File: src/rtl/piso_defs.sv
//------------------------------------------------------------------------------
// Module  : piso_defs (package)
// Brief   : Shared state encoding, default width and frame-length helper for
//           piso_tx6. Optional macro: PIPO_TX_PARITY_EN.
// Revision: 1.0 - initial release
//------------------------------------------------------------------------------
`default_nettype none

package piso_defs;

   typedef enum logic {
      ST_IDLE  = 1'b0,
      ST_SHIFT = 1'b1
   } state_e;

   localparam int DEF_WIDTH = 6;

   function automatic int frame_len(input int width);
`ifdef PIPO_TX_PARITY_EN
      return width + 1;
`else
      return width;
`endif
   endfunction

endpackage

`default_nettype wire

File: src/rtl/frame_bit_counter.sv
//------------------------------------------------------------------------------
// Module  : frame_bit_counter
// Brief   : Modulo bit counter, cleared on frame capture, with terminal flag.
// Revision: 1.0 - initial release
//------------------------------------------------------------------------------
`default_nettype none

module frame_bit_counter #(
   parameter int CNT_W = 3,
   parameter int LAST  = 5
) (
   input  logic             clk_i,
   input  logic             rst_ni,
   input  logic             clr_i,
   input  logic             en_i,
   output logic [CNT_W-1:0] cnt_o,
   output logic             tc_o
);

   logic [CNT_W-1:0] cnt_q, cnt_d;

   assign tc_o  = (cnt_q == CNT_W'(LAST));
   assign cnt_o = cnt_q;

   always_comb begin
      cnt_d = cnt_q;
      if (clr_i) begin
         cnt_d = '0;
      end else if (en_i) begin
         cnt_d = tc_o ? '0 : cnt_q + CNT_W'(1);
      end
   end

   always_ff @(posedge clk_i or negedge rst_ni) begin
      if (!rst_ni) begin
         cnt_q <= '0;
      end else begin
         cnt_q <= cnt_d;
      end
   end

endmodule

`default_nettype wire

File: src/rtl/piso_tx6.sv
//------------------------------------------------------------------------------
// Module  : piso_tx6
// Brief   : Parallel-in/serial-out transmitter with valid/ready load and
//           gapless back-to-back frames. Optional macro: PIPO_TX_PARITY_EN.
// Revision: 1.0 - initial release
//------------------------------------------------------------------------------
`default_nettype none

module piso_tx6
   import piso_defs::*;
#(
   parameter int WIDTH     = DEF_WIDTH,
   parameter bit MSB_FIRST = 1'b1
) (
   input  logic             Clock,
   input  logic             Resetn,
   input  logic [WIDTH-1:0] Din,
   input  logic             Load,
   output logic             Ready,
   output logic             SO,
   output logic             Busy,
   output logic             Done
);

   localparam int L     = frame_len(WIDTH);
   localparam int CNT_W = $clog2(WIDTH + 2);

   state_e           state_q, state_d;
   logic [L-1:0]     shreg_q, shreg_d;
   logic [L-1:0]     frame_w, shift_w;
   logic [CNT_W-1:0] cnt_w;
   logic             tc_w, busy_w, ready_w, capture_w;

   // The shift register always drains to zero, so SO idles low with no mux.
   generate
      if (MSB_FIRST) begin : g_msb_first
`ifdef PIPO_TX_PARITY_EN
         assign frame_w = {Din, ^Din};
`else
         assign frame_w = Din;
`endif
         assign shift_w = {shreg_q[L-2:0], 1'b0};
         assign SO      = shreg_q[L-1];
      end else begin : g_lsb_first
`ifdef PIPO_TX_PARITY_EN
         assign frame_w = {^Din, Din};
`else
         assign frame_w = Din;
`endif
         assign shift_w = {1'b0, shreg_q[L-1:1]};
         assign SO      = shreg_q[0];
      end
   endgenerate

   assign busy_w    = (state_q == ST_SHIFT);
   assign ready_w   = !busy_w || tc_w;
   assign capture_w = Load && ready_w;

   assign Busy  = busy_w;
   assign Ready = ready_w;
   assign Done  = busy_w && tc_w;

   frame_bit_counter #(
      .CNT_W (CNT_W),
      .LAST  (L - 1)
   ) u_cnt (
      .clk_i  (Clock),
      .rst_ni (Resetn),
      .clr_i  (capture_w),
      .en_i   (busy_w),
      .cnt_o  (cnt_w),
      .tc_o   (tc_w)
   );

   always_comb begin
      state_d = state_q;
      shreg_d = shreg_q;
      case (state_q)
         ST_IDLE: begin
            if (capture_w) begin
               state_d = ST_SHIFT;
               shreg_d = frame_w;
            end
         end
         ST_SHIFT: begin
            if (capture_w) begin
               shreg_d = frame_w;
            end else begin
               shreg_d = shift_w;
               if (tc_w) begin
                  state_d = ST_IDLE;
               end
            end
         end
         default: begin
            state_d = ST_IDLE;
            shreg_d = '0;
         end
      endcase
   end

   always_ff @(posedge Clock or negedge Resetn) begin
      if (!Resetn) begin
         state_q <= ST_IDLE;
         shreg_q <= '0;
      end else begin
         state_q <= state_d;
         shreg_q <= shreg_d;
      end
   end

   logic unused_w;
   assign unused_w = ^cnt_w;

endmodule

`default_nettype wire
File: config.mk
export PLATFORM = sky130hd
export DESIGN_NAME = piso_tx6
export DESIGN_NICKNAME = d
export VERILOG_FILES = /design/src/rtl/piso_defs.sv /design/src/rtl/frame_bit_counter.sv /design/src/rtl/piso_tx6.sv
export SDC_FILE = /design/constraint.sdc
export NUM_CORES = 1
export LEC_CHECK = 0
export ABC_AREA = 1
export BUFFER_PORTS_ARGS = -buffer_cell sky130_fd_sc_hd__buf_2
export CAP_MARGIN = 20
export CORE_MARGIN = 3
export CORE_UTILIZATION = 30
export CTS_CLUSTER_SIZE = 25
export DETAILED_ROUTE_END_ITERATION = 6
export GPL_TIMING_DRIVEN = 0
export PLACE_DENSITY_LB_ADDON = 0.3
export SYNTH_ARGS = -nofsm -noshare
export SYNTH_HDL_FRONTEND = slang
export SYNTH_SLANG_ARGS = --single-unit
File: constraint.sdc
create_clock -name Clock -period 1.5 [get_ports Clock]
set_clock_uncertainty 0.15 [all_clocks]
set_input_delay 0.3 -clock Clock [delete_from_list [all_inputs] [get_ports Clock]]
set_output_delay 0.3 -clock Clock [all_outputs]
set_load 0.02 [all_outputs]
== After elaboration in Yosys (flattened, before gate mapping) ==
Cells that the tools add are included.

* Add/sub/neg operators: 1
* Equality and inequality tests: 2
* Muxes and demuxes: 10
* Bitwise logic cells: 1
* Reduce and logical (&&, ||, !) cells: 5

{| class="wikitable"
|+ Operators with widths
! operator !! count
|-
| $mux 6 || 2
|-
| $pmux 6 s2 || 1
|-
| $mux 3 || 3
|-
| $add 3x1->3 const B || 1
|-
| $eq 3x3->1 const B || 1
|-
| $mux 1 || 3
|-
| $logic_and 1x1->1 || 2
|-
| $ne 2x2->1 const B || 1
|-
| $pmux 1 s2 || 1
|-
| $reduce_bool 2->1 || 1
|-
| $logic_not 1->1 || 1
|-
| $logic_or 1x1->1 || 1
|-
| $not 1->1 || 1
|}

* Bits in registers: 10
* Bits of input ports: 9
* Output and inout bits: 4
* Word-level logic and storage cells: 22

== Depth between registers and ports, before layout ==
Gate-level depths: netlist of the first run.

* Depth in word-level cells: 5
* Depth in mapped cells: 5
* Gate-level depth less buffers: 5

== Hierarchy ==
From an unflattened synthesis of the first run, not the netlist that was laid out.

* Cell total of the unflattened synthesis: 60
* Area total of the unflattened synthesis: 511.7 um^2

{| class="wikitable"
|+ Modules (own cells, without submodules)
! module !! times used !! cells each !! area an instance (um^2) !! seq. area each (um^2)
|-
| piso_tx6 || 1 || 41 || 350.3 || 175.2
|-
| frame_bit_counter || 1 || 19 || 161.4 || 75.1
|}

== Least setup slack after synthesis of the first run ==
Ideal clock, no wire load.

* Path kind: flip-flop to output port
* Start: register state_q, in the netlist Busy
* End: output port Done
* Data arrival time: 0.948 ns
* Data required time: 1.050 ns
* Setup slack: 0.102 ns
* Stages on the path, launching flop included: 3
* Path buffers: 0
* Path through: dfrtp_1 -> inv_2 -> nor2_1

* Cells in the longest elaborated chain, start to end: 1

{| class="wikitable"
|+ Ends and longest elaborated chain
! element !! line !! RTL
|-
| from (decl) || piso_tx6.sv:28 || <nowiki>state_e state_q, state_d;</nowiki>
|-
| from (signal assigned) || piso_tx6.sv:107 || <nowiki>state_q <= state_d;</nowiki>
|-
| $logic_and 1x1->1 || piso_tx6.sv:61 || <nowiki>assign Done = busy_w && tc_w;</nowiki>
|-
| to (decl) || piso_tx6.sv:22 || <nowiki>output logic Done</nowiki>
|}

Every way passes these cells.

== Worst setup path in the final report of the first run ==
Ends and elaborated chain as after synthesis.

==> results of run 1 <==
tightest hold or removal path, stage by stage:
cell	delay (ns)
buf_2	0.07
nand3_1	0.06
nand2_1	0.05
flip-flops by register name, summed over array words and instances, names as in the netlist:
| register | count |
|---|---|
| Busy | 1 |
| shreg_q | 6 |
| u_cnt.cnt_o | 3 |
cell usage in the layout (no fill, tap or decap):
| cell type | synthesis | final |
|---|---|---|
| nand2_1 | 14 | 14 |
| nand3_1 | 11 | 11 |
| buf_2 | 0 | 9 |
| dfrtp_1 | 10 | 8 |
| buf_6 | 1 | 3 |
| clkbuf_4 | 0 | 3 |
| buf_4 | 0 | 3 |
| dfrtp_2 | 0 | 2 |
| inv_2 | 1 | 2 |
| nor2_4 | 1 | 2 |
| inv_1 | 3 | 2 |
| xnor2_1 | 2 | 2 |
| a21oi_1 | 2 | 2 |
| nor2_1 | 3 | 2 |
| nand3_4 | 0 | 1 |
| nand2_4 | 0 | 1 |
| o22ai_1 | 1 | 1 |
| a21oi_2 | 1 | 1 |
| a31oi_1 | 1 | 1 |
| clkbuf_8 | 0 | 1 |
| dlygate4sd3_1 | 0 | 1 |
layout make-up:
| cell class | instances | area share, % |
|---|---|---|
| Inverter | 4 | 2.31 |
| Clock buffer | 4 | 5.59 |
| Buffer | 1 | 1.73 |
| Sequential cell | 10 | 38.9 |
| Tap cell | 15 | 2.89 |
| Timing Repair Buffer | 15 | 15.4 |
| Multi-Input combinational cell | 38 | 33.1 |
stage by stage:
step / setup slack, ns / utilization, % / instance area (um^2)
2_1_floorplan: 0.102 / - / 472
3_3_place_gp: 0.0993 / 39.5 / 546
3_5_place_dp: 0.0837 / 39.5 / 546
4_1_cts: -0.0161 / 44.8 / 619
5_1_grt: -0.0420 / 47.0 / 649
6_report: 0.0211 / 47.0 / 649
final timing paths:
kind | from | to | slack (ns) | cells after the start
min in group asynchronous | Resetn | u_cnt.cnt_o[2]$_DFFE_PN0P_ | 0.26 | 2
max | Busy$_DFF_PN0_ | Done | 0.02 | 3
min | Din[0] | shreg_q[0]$_DFFE_PN0P_ | 0.11 | 3
max in group asynchronous | Resetn | u_cnt.cnt_o[0]$_DFFE_PN0P_ | 0.73 | 2
max reg2reg | u_cnt.cnt_o[0]$_DFFE_PN0P_ | shreg_q[2]$_DFFE_PN0P_ | 0.16 | 6
min reg2reg | shreg_q[0]$_DFFE_PN0P_ | shreg_q[0]$_DFFE_PN0P_ | 0.33 | 2
what timing repair did:
item	CTS	global route
endpoints found under the setup margin	2	2
gates resized for setup	6	5
buffers inserted	2	1
hold buffers	1	0
pin swaps	0	0
endpoints found under the hold margin	10	0
power by group through the flow:
stage	Clock, uW	Sequential, uW	Combinational (uW)
after global placement	0	482	414
after detailed placement	0	481	425
after CTS	250	477	510
final	247	483	577
after global routing	269	496	638
after floorplan	0	487	298
layer usage:
layer / vias to the layer above / track usage [%] / share of wire [%]
met2: 17 / 14.2 / 43
met5: - / 0 / 0
met3: 2 / 4.74 / 7.4
met4: 0 / 5.26 / 0.78
li1: 215 / - / -
met1: 196 / 17.0 / 49
kinds of logic (layout without fill, tap and decap cells):
logic type	count (synthesis)	after routing	share of synthesized area, %
compound gates	5	5	6.63
xor+xnor	2	2	3.71
buf+inv	5	24	5.57
flops	10	10	53.1
simple gates	31	31	31.0
==> flow_metrics.env, run 1 <==
export IMPL_coreArea_um2=1380
export IMPL_yosysWarnings=0
export IMPL_overflow=0
export IMPL_power_density_nw_per_um2=2010
export IMPL_via_per_inst=4.94
export IMPL_cell_internal_pwr_uw=794
export IMPL_wl_per_cell_um=11.7
export IMPL_row_count=13
export IMPL_min_period_ns=1.48
export IMPL_totalPowerFinal_uw=1310
export IMPL_fin_hold_ws_ns=0.105
export IMPL_antenna_found_initial=0
export IMPL_yosysMostFrequentCell="nand2_1"
export IMPL_ys_ff_latch=10
export IMPL_period_share_pct=98.6
export IMPL_critPathArrivalTime_ns=1.03
export IMPL_stdcell_count=87
export IMPL_yosys_area_top_type="dfrtp_1"
export IMPL_worstSetupPathType="reg2out"
export IMPL_drtIter0Drc=11
export IMPL_syn_avg_cell_area_um2=8.90
export IMPL_cp_max_fo=6
export IMPL_start_kind="flop"
export IMPL_ant_nets=0
export IMPL_synthArstFlopShare_pct=100
export IMPL_drv_cap=0
export IMPL_syn_num_nets=62
export IMPL_clk_insertion_delay_late_ns=0.27
export IMPL_synthTopCellsByArea="dfrtp_1 53%, nand3_1 12%, nand2_1 11%, xnor2_1 3.7%, buf_6 2.4%"
export IMPL_place_congestion=0.667
export IMPL_cts_buffer_depth=2
export IMPL_wirelength_um=1020
export IMPL_setup_viol=0
export IMPL_first_global_vias=383
export IMPL_netlist_area_um2=472
export IMPL_worst_path_buf_inv=2
export IMPL_post_route_drc_count=0
export IMPL_comb_power_share_pct=44.1
export IMPL_tns_ns=0
export IMPL_tightest_slew_ns=0.248
export IMPL_max_stage_delay_ns=0.47
export IMPL_power_switching_uw=512
export IMPL_clock_fmax_mhz=676
export IMPL_synth_edff_count=0
export IMPL_cpLargestDelayFamily="flip-flops"
export IMPL_cts_tree="done"
export IMPL_netlist_top_cells_count="14 x nand2_1, 11 x nand3_1, 10 x dfrtp_1, 3 x inv_1, 3 x nor2_1"
export IMPL_regArea_um2=253
export IMPL_ios=13
export IMPL_cp_cell_sequence="inv_2, nor2_4, buf_6"
export IMPL_die_y_um=45.7
export IMPL_clkPwrFrac_pct=18.9
export IMPL_synth_distinct_cells=15
export IMPL_status="finished, final reports clean"
export IMPL_start_util_pct=34.1
export IMPL_synth_top_area_share_pct=53.1
export IMPL_slowest_stage="dfrtp_2"
export IMPL_port_buffers=11
export IMPL_required_ns=1.05
export IMPL_slew_headroom_pct=83.5
export IMPL_multi_input_area_um2=215
export IMPL_nFillCells=137
export IMPL_seqPwrFrac_pct=37.0
export IMPL_diodes=0
export IMPL_rsz0062_at_grt="yes"
export IMPL_hpwl_um=670
export IMPL_ir_drop_mv=0.845
export IMPL_cts_buffers=3
export IMPL_drive_gt1_share_pct=38.9
export IMPL_hold_violations=0
export IMPL_area_growth_pct=37.7
export IMPL_htree_num_levels=1
export IMPL_die_area_um2=2080
export IMPL_drv_slew=0
export IMPL_grt_usage_pct=11.6
export IMPL_dpl_cell_count=79
export IMPL_path_clk_slew_ns=0.07
export IMPL_synthCells=53
export IMPL_grt_max_degree=11
export IMPL_ys_seq_area_share_pct=53.1
export IMPL_leakagePower_uw=0.000316
export IMPL_cts_root_buf="clkbuf_4"
export IMPL_ys_flop_type="dfrtp_1"
export IMPL_nets=82
export IMPL_crit_path_end_kind="primary output"
export IMPL_die_w_um=45.7
export IMPL_grt_pass1_wl_um=1660
export IMPL_vias=430
export IMPL_swShare_pct=39.2
export IMPL_dr_pass1_iters=4
export IMPL_hold_class="in2reg"
export IMPL_cts_sinks=10
Power figures use the tool's default switching activity.
==> run 2, diff against run 1 <==
--- a/config.mk
+++ b/config.mk
@@ -14,6 +14,7 @@
 export DETAILED_ROUTE_END_ITERATION = 6
 export GPL_TIMING_DRIVEN = 0
 export PLACE_DENSITY_LB_ADDON = 0.3
+export REMOVE_ABC_BUFFERS = 1
 export SYNTH_ARGS = -nofsm -noshare
 export SYNTH_HDL_FRONTEND = slang
 export SYNTH_SLANG_ARGS = --single-unit
==> run 2 against run 1 <==
Via count is 0.47% higher. Cell area is 1.3% higher. Fmax is 0.57% lower. Power is 2.1% higher. Routed wire length is 7.2% higher. Sequential share of layout area is 0.52 points lower. Non-clock buffer count is 2 higher. First-iteration DRC count is 45% lower. Sequential power is 2% lower. Count of clock-buffer cells in the layout stayed put. Largest cell class unchanged.
==> flow_metrics.env, run 2 (synthesis results as in run 1) <==
export IMPL_status="finished, final reports clean"
export IMPL_clock_fmax_mhz=672
export IMPL_worstSetupPathType="reg2out"
export IMPL_cts_buffer_depth=2
export IMPL_setup_viol=0
export IMPL_post_route_drc_count=0
export IMPL_stdcell_count=89
export IMPL_crit_path_end_kind="primary output"
export IMPL_hpwl_um=684
export IMPL_dpl_cell_count=79
export IMPL_largest_register="shreg_q"
export IMPL_min_period_ns=1.49
export IMPL_grt_pass1_wl_um=1840
export IMPL_place_ws_ns=0.0870
export IMPL_clk_insertion_delay_late_ns=0.27
export IMPL_required_ns=1.05
export IMPL_seqPwrFrac_pct=35.4
export IMPL_comb_power_share_pct=46.3
export IMPL_nFillCells=139
export IMPL_port_buffers=12
export IMPL_cell_internal_pwr_uw=812
export IMPL_coreArea_um2=1380
export IMPL_cpLargestDelayFamily="flip-flops"
export IMPL_dr_pass1_iters=2
export IMPL_drv_slew=0
export IMPL_die_y_um=45.7
export IMPL_hold_violations=0
export IMPL_setup_ws_ns=0.0126
export IMPL_period_share_pct=99.2
export IMPL_diodes=0
export IMPL_swShare_pct=39.1
export IMPL_layout_common_cells="14 x nand2_1, 11 x nand3_1, 10 x buf_2"
export IMPL_die_w_um=45.7
export IMPL_power_switching_uw=521
export IMPL_rsz0062_at_grt="yes"
export IMPL_wirelength_um=1100
export IMPL_antenna_found_initial=0
export IMPL_via_per_inst=4.85
export IMPL_cp_max_fo=2
export IMPL_cts_root_buf="clkbuf_4"
export IMPL_drtIter0Drc=6
export IMPL_power_density_nw_per_um2=2030
export IMPL_cts_sinks=10
export IMPL_cts_buffers=3
export IMPL_worst_path_buf_inv=2
export IMPL_cp_cell_sequence="inv_2, nand3_4, nand2_4, buf_6"
export IMPL_cts_tree="done"
export IMPL_wl_per_cell_um=12.3
export IMPL_drive_gt1_share_pct=40.5
export IMPL_tightest_slew_ns=0.247
export IMPL_area_growth_pct=39.5
export IMPL_final_common_cell="nand2_1"
export IMPL_ios=13
export IMPL_slowest_stage="dfrtp_1"
export IMPL_path_clk_slew_ns=0.07
export IMPL_grt_usage_pct=13.3
export IMPL_critPathArrivalTime_ns=1.04
export IMPL_ant_nets=0
export IMPL_leakagePower_uw=0.000323
export IMPL_drv_cap=0
export IMPL_max_stage_delay_ns=0.39
export IMPL_grt_max_degree=11
export IMPL_nets=84
export IMPL_first_global_vias=415
export IMPL_clkPwrFrac_pct=18.2
export IMPL_die_area_um2=2080
export IMPL_largest_reg_flops=6
export IMPL_hold_class="in2reg"
export IMPL_start_kind="flop"
export IMPL_place_congestion=0.658
export IMPL_htree_num_levels=1
export IMPL_overflow=0
export IMPL_vias=432
export IMPL_ir_drop_mv=0.856
export IMPL_slew_headroom_pct=83.5
export IMPL_row_count=13
export IMPL_start_util_pct=34.1
run 2: area by class of cell:
type                       instances  area [um^2]  share of cell area, %
inverter                           4         15.0                   2.28
clock buffer                       4         36.3                   5.51
tap                               15         18.8                   2.85
timing repair buffer              18          120                   18.3
sequential                        10          253                   38.4
multi-input combinational         38          215                   32.7
run 2: worst paths after layout:
check	start	end	slack, ns	depth (start not counted)
worst max-delay path	u_cnt.cnt_o[1]$_DFFE_PN0P_	Ready	0.01	4
worst min-delay path	Din[0]	shreg_q[0]$_DFFE_PN0P_	0.11	3
worst max register to register	Busy$_DFF_PN0_	u_cnt.cnt_o[2]$_DFFE_PN0P_	0.16	5
worst min register to register	shreg_q[0]$_DFFE_PN0P_	shreg_q[1]$_DFFE_PN0P_	0.33	2
max in group asynchronous	Resetn	u_cnt.cnt_o[0]$_DFFE_PN0P_	0.72	2
min in group asynchronous	Resetn	u_cnt.cnt_o[1]$_DFFE_PN0P_	0.27	2
run 2: timing repair:
| action | in CTS | in global routing |
|---|---|---|
| resized for setup | 7 | 4 |
| endpoints found under the setup margin | 2 | 2 |
| pin swaps | 1 | 2 |
| hold buffers | 1 | 0 |
| endpoints found under the hold margin | 10 | 0 |
| buffers inserted | 3 | 2 |
run 2: worst reg2reg max path: stages, from the launching register on:
cell	delay, ns
dfrtp_2	0.46
buf_4	0.16
nor2_4	0.17
inv_1	0.09
a31oi_1	0.15
nor2_1	0.06
run 2: routing by layer:
layer  part of all wire [%]  track usage, %  vias up
met1                     49            16.5      200
met4                    1.6            7.02        0
met3                    5.9            7.11        2
met5                      0               0        -
met2                     44            18.1       12
li1                       -               -      218
run 2: power by group through the flow:
| stage | registers [uW] | clock network, uW | logic (uW) |
|---|---|---|---|
| floorplan | 487 | 0 | 292 |
| global placement | 482 | 0 | 413 |
| detailed placement | 482 | 0 | 422 |
| CTS | 472 | 255 | 556 |
| global route | 486 | 272 | 683 |
| finish | 473 | 243 | 618 |
run 2: through the flow:
step,instance area (um^2),util [%],hold WS (ns),setup TNS [ns],power (uW)
2_1_floorplan,460,-,-0.146,0,778
3_3_place_gp,539,39.0,0.0254,0,895
3_5_place_dp,539,39.0,0.0259,0,904
4_1_cts,628,45.4,0.103,-0.0274,1280
5_1_grt,658,47.6,0.102,-0.0955,1440
6_report,658,47.6,0.113,0,1330
==> run 3, diff against run 2 <==
==> constraint.sdc (replaced) <==
create_clock -name Clock -period 1.6 [get_ports Clock]
set_clock_uncertainty 0.15 [all_clocks]
set_input_delay 0.32 -clock Clock [delete_from_list [all_inputs] [get_ports Clock]]
set_output_delay 0.32 -clock Clock [all_outputs]
set_load 0.02 [all_outputs]
==> run 3 against run 2 <==
Setup slack improved by 0.044 ns. Sequential power fell by 2%. Highest routed layer unchanged. Clock power is 7% lower. Final cell count decreased by 3.4%. Hold slack better by 0.020 ns. Critical path type unchanged. First-iteration DRC count down 17%. Non-clock buffer count decreased by 3. Sequential cell count did not move. Power fell by 11%. Global-route usage fell by 0.73 points. Register-to-register slack improved by 0.21 ns.
==> flow_metrics.env, run 3 (synthesis results as in run 1) <==
export IMPL_setup_viol=0
export IMPL_nFillCells=141
export IMPL_slew_headroom_pct=83.5
export IMPL_start_util_pct=34.1
export IMPL_ant_nets=0
export IMPL_post_route_drc_count=0
export IMPL_cts_tree="done"
export IMPL_regArea_um2=253
export IMPL_hold_class="in2reg"
export IMPL_layout_common_cells="14 x nand2_1, 11 x nand3_1, 10 x buf_2"
export IMPL_wl_per_cell_um=11.9
export IMPL_path_clk_slew_ns=0.07
export IMPL_largest_reg_flops=6
export IMPL_row_count=13
export IMPL_overflow=0
export IMPL_final_common_cell="nand2_1"
export IMPL_final_area_um2=632
export IMPL_place_congestion=0.658
export IMPL_multi_input_area_um2=215
export IMPL_drive_gt1_share_pct=38.0
export IMPL_cts_root_buf="clkbuf_4"
export IMPL_drv_cap=0
export IMPL_leakagePower_uw=0.000307
export IMPL_htree_num_levels=1
export IMPL_cp_max_fo=3
export IMPL_clock_fmax_mhz=648
export IMPL_tightest_slew_ns=0.248
export IMPL_dr_pass1_iters=2
export IMPL_worst_path_buf_inv=2
export IMPL_grt_pass1_wl_um=1750
export IMPL_grt_usage_pct=12.5
export IMPL_critPathArrivalTime_ns=1.07
export IMPL_cp_cell_sequence="inv_2, nand3_4, nor2_4, buf_6"
export IMPL_place_ws_ns=0.167
export IMPL_placed_area_um2=539
export IMPL_period_share_pct=96.4
export IMPL_required_ns=1.13
export IMPL_ir_drop_mv=0.823
export IMPL_port_buffers=12
export IMPL_status="finished, final reports clean"
export IMPL_drv_slew=0
export IMPL_drtIter0Drc=5
export IMPL_wirelength_um=1030
export IMPL_die_y_um=45.7
export IMPL_r2r_setup_slack_ns=0.37
export IMPL_setup_ws_ns=0.0569
export IMPL_nets=81
export IMPL_max_stage_delay_ns=0.40
export IMPL_die_area_um2=2080
export IMPL_cpLargestDelayFamily="flip-flops"
export IMPL_ios=13
export IMPL_first_global_vias=400
export IMPL_antenna_found_initial=0
export IMPL_cts_buffer_depth=2
export IMPL_area_growth_pct=34.0
export IMPL_cts_buffers=3
export IMPL_slowest_stage="dfrtp_1"
export IMPL_hold_violations=0
export IMPL_vias=418
export IMPL_cts_sinks=10
export IMPL_start_kind="flop"
export IMPL_hpwl_um=684
export IMPL_via_per_inst=4.86
export IMPL_power_density_nw_per_um2=1880
export IMPL_die_w_um=45.7
export IMPL_worstSetupPathType="reg2out"
export IMPL_largest_register="shreg_q"
export IMPL_coreArea_um2=1380
export IMPL_min_period_ns=1.54
export IMPL_grt_max_degree=11
export IMPL_crit_path_end_kind="primary output"
export IMPL_diodes=0
export IMPL_clk_insertion_delay_late_ns=0.27
## run 3: cell types whose count changed in the layout (fill, tap and decap cells not counted), sizes merged
| cell | delta |
|---|---|
| buf | -3 |
## run 3: path summary, 6_finish.rpt
check | start | endpoint | cells past startpoint
max in group asynchronous | Resetn | u_cnt.cnt_o[0]$_DFFE_PN0P_ | 2
worst min register to register | shreg_q[0]$_DFFE_PN0P_ | shreg_q[1]$_DFFE_PN0P_ | 2
worst max register to register | u_cnt.cnt_o[0]$_DFFE_PN0P_ | shreg_q[2]$_DFFE_PN0P_ | 5
worst min-delay path | Din[0] | shreg_q[0]$_DFFE_PN0P_ | 3
min in group asynchronous | Resetn | u_cnt.cnt_o[1]$_DFFE_PN0P_ | 2
worst max-delay path | u_cnt.cnt_o[1]$_DFFE_PN0P_ | Done | 4
## run 3: cell type report
class                   instances  share of cell area [%]
well taps                      15                    2.97
multi-input cells              38                    34.1
repair buffers                 15                    14.9
inverters                       4                    2.38
flip-flops and latches         10                    40.0
clock buffers                   4                    5.74
## run 3: what timing repair did
| item | in CTS | in global routing |
|---|---|---|
| buffers inserted | 1 | 1 |
| gates resized for setup | 5 | 5 |
| setup endpoints to repair | 1 | 2 |
| hold endpoints to repair | 10 | 0 |
| hold buffers | 1 | 0 |
| pin swaps | 0 | 1 |
## run 3: metrics by stage
step	hold slack (ns)	util, %	setup TNS (ns)	cells	power [uW]
floorplan	-0.126	-	0	52	730
global placement	0.0454	39.0	0	79	839
detailed placement	0.0459	39.0	0	79	847
CTS	0.123	43.7	0	85	1140
global route	0.122	45.7	-0.00311	86	1290
finish	0.133	45.7	0	86	1190
## run 3: worst min-delay path, cell delays in order
cell,delay (ns)
buf_2,0.08
nand3_1,0.07
nand2_1,0.05
## run 3: report_power, final
part / switching (uW) / internal (uW)
clock: 89.2 / 138
sequential: 104 / 358
combinational: 276 / 224
total: 469 / 721
## run 3: layer usage
layer	track usage, %	wire, um	part of all wire [%]	up-vias
met5	0	0	0	-
met4	7.02	17	1.7	0
met3	7.11	64	6.2	2
met2	16.7	435	42	12
met1	15.6	508	50	192
li1	-	-	-	212
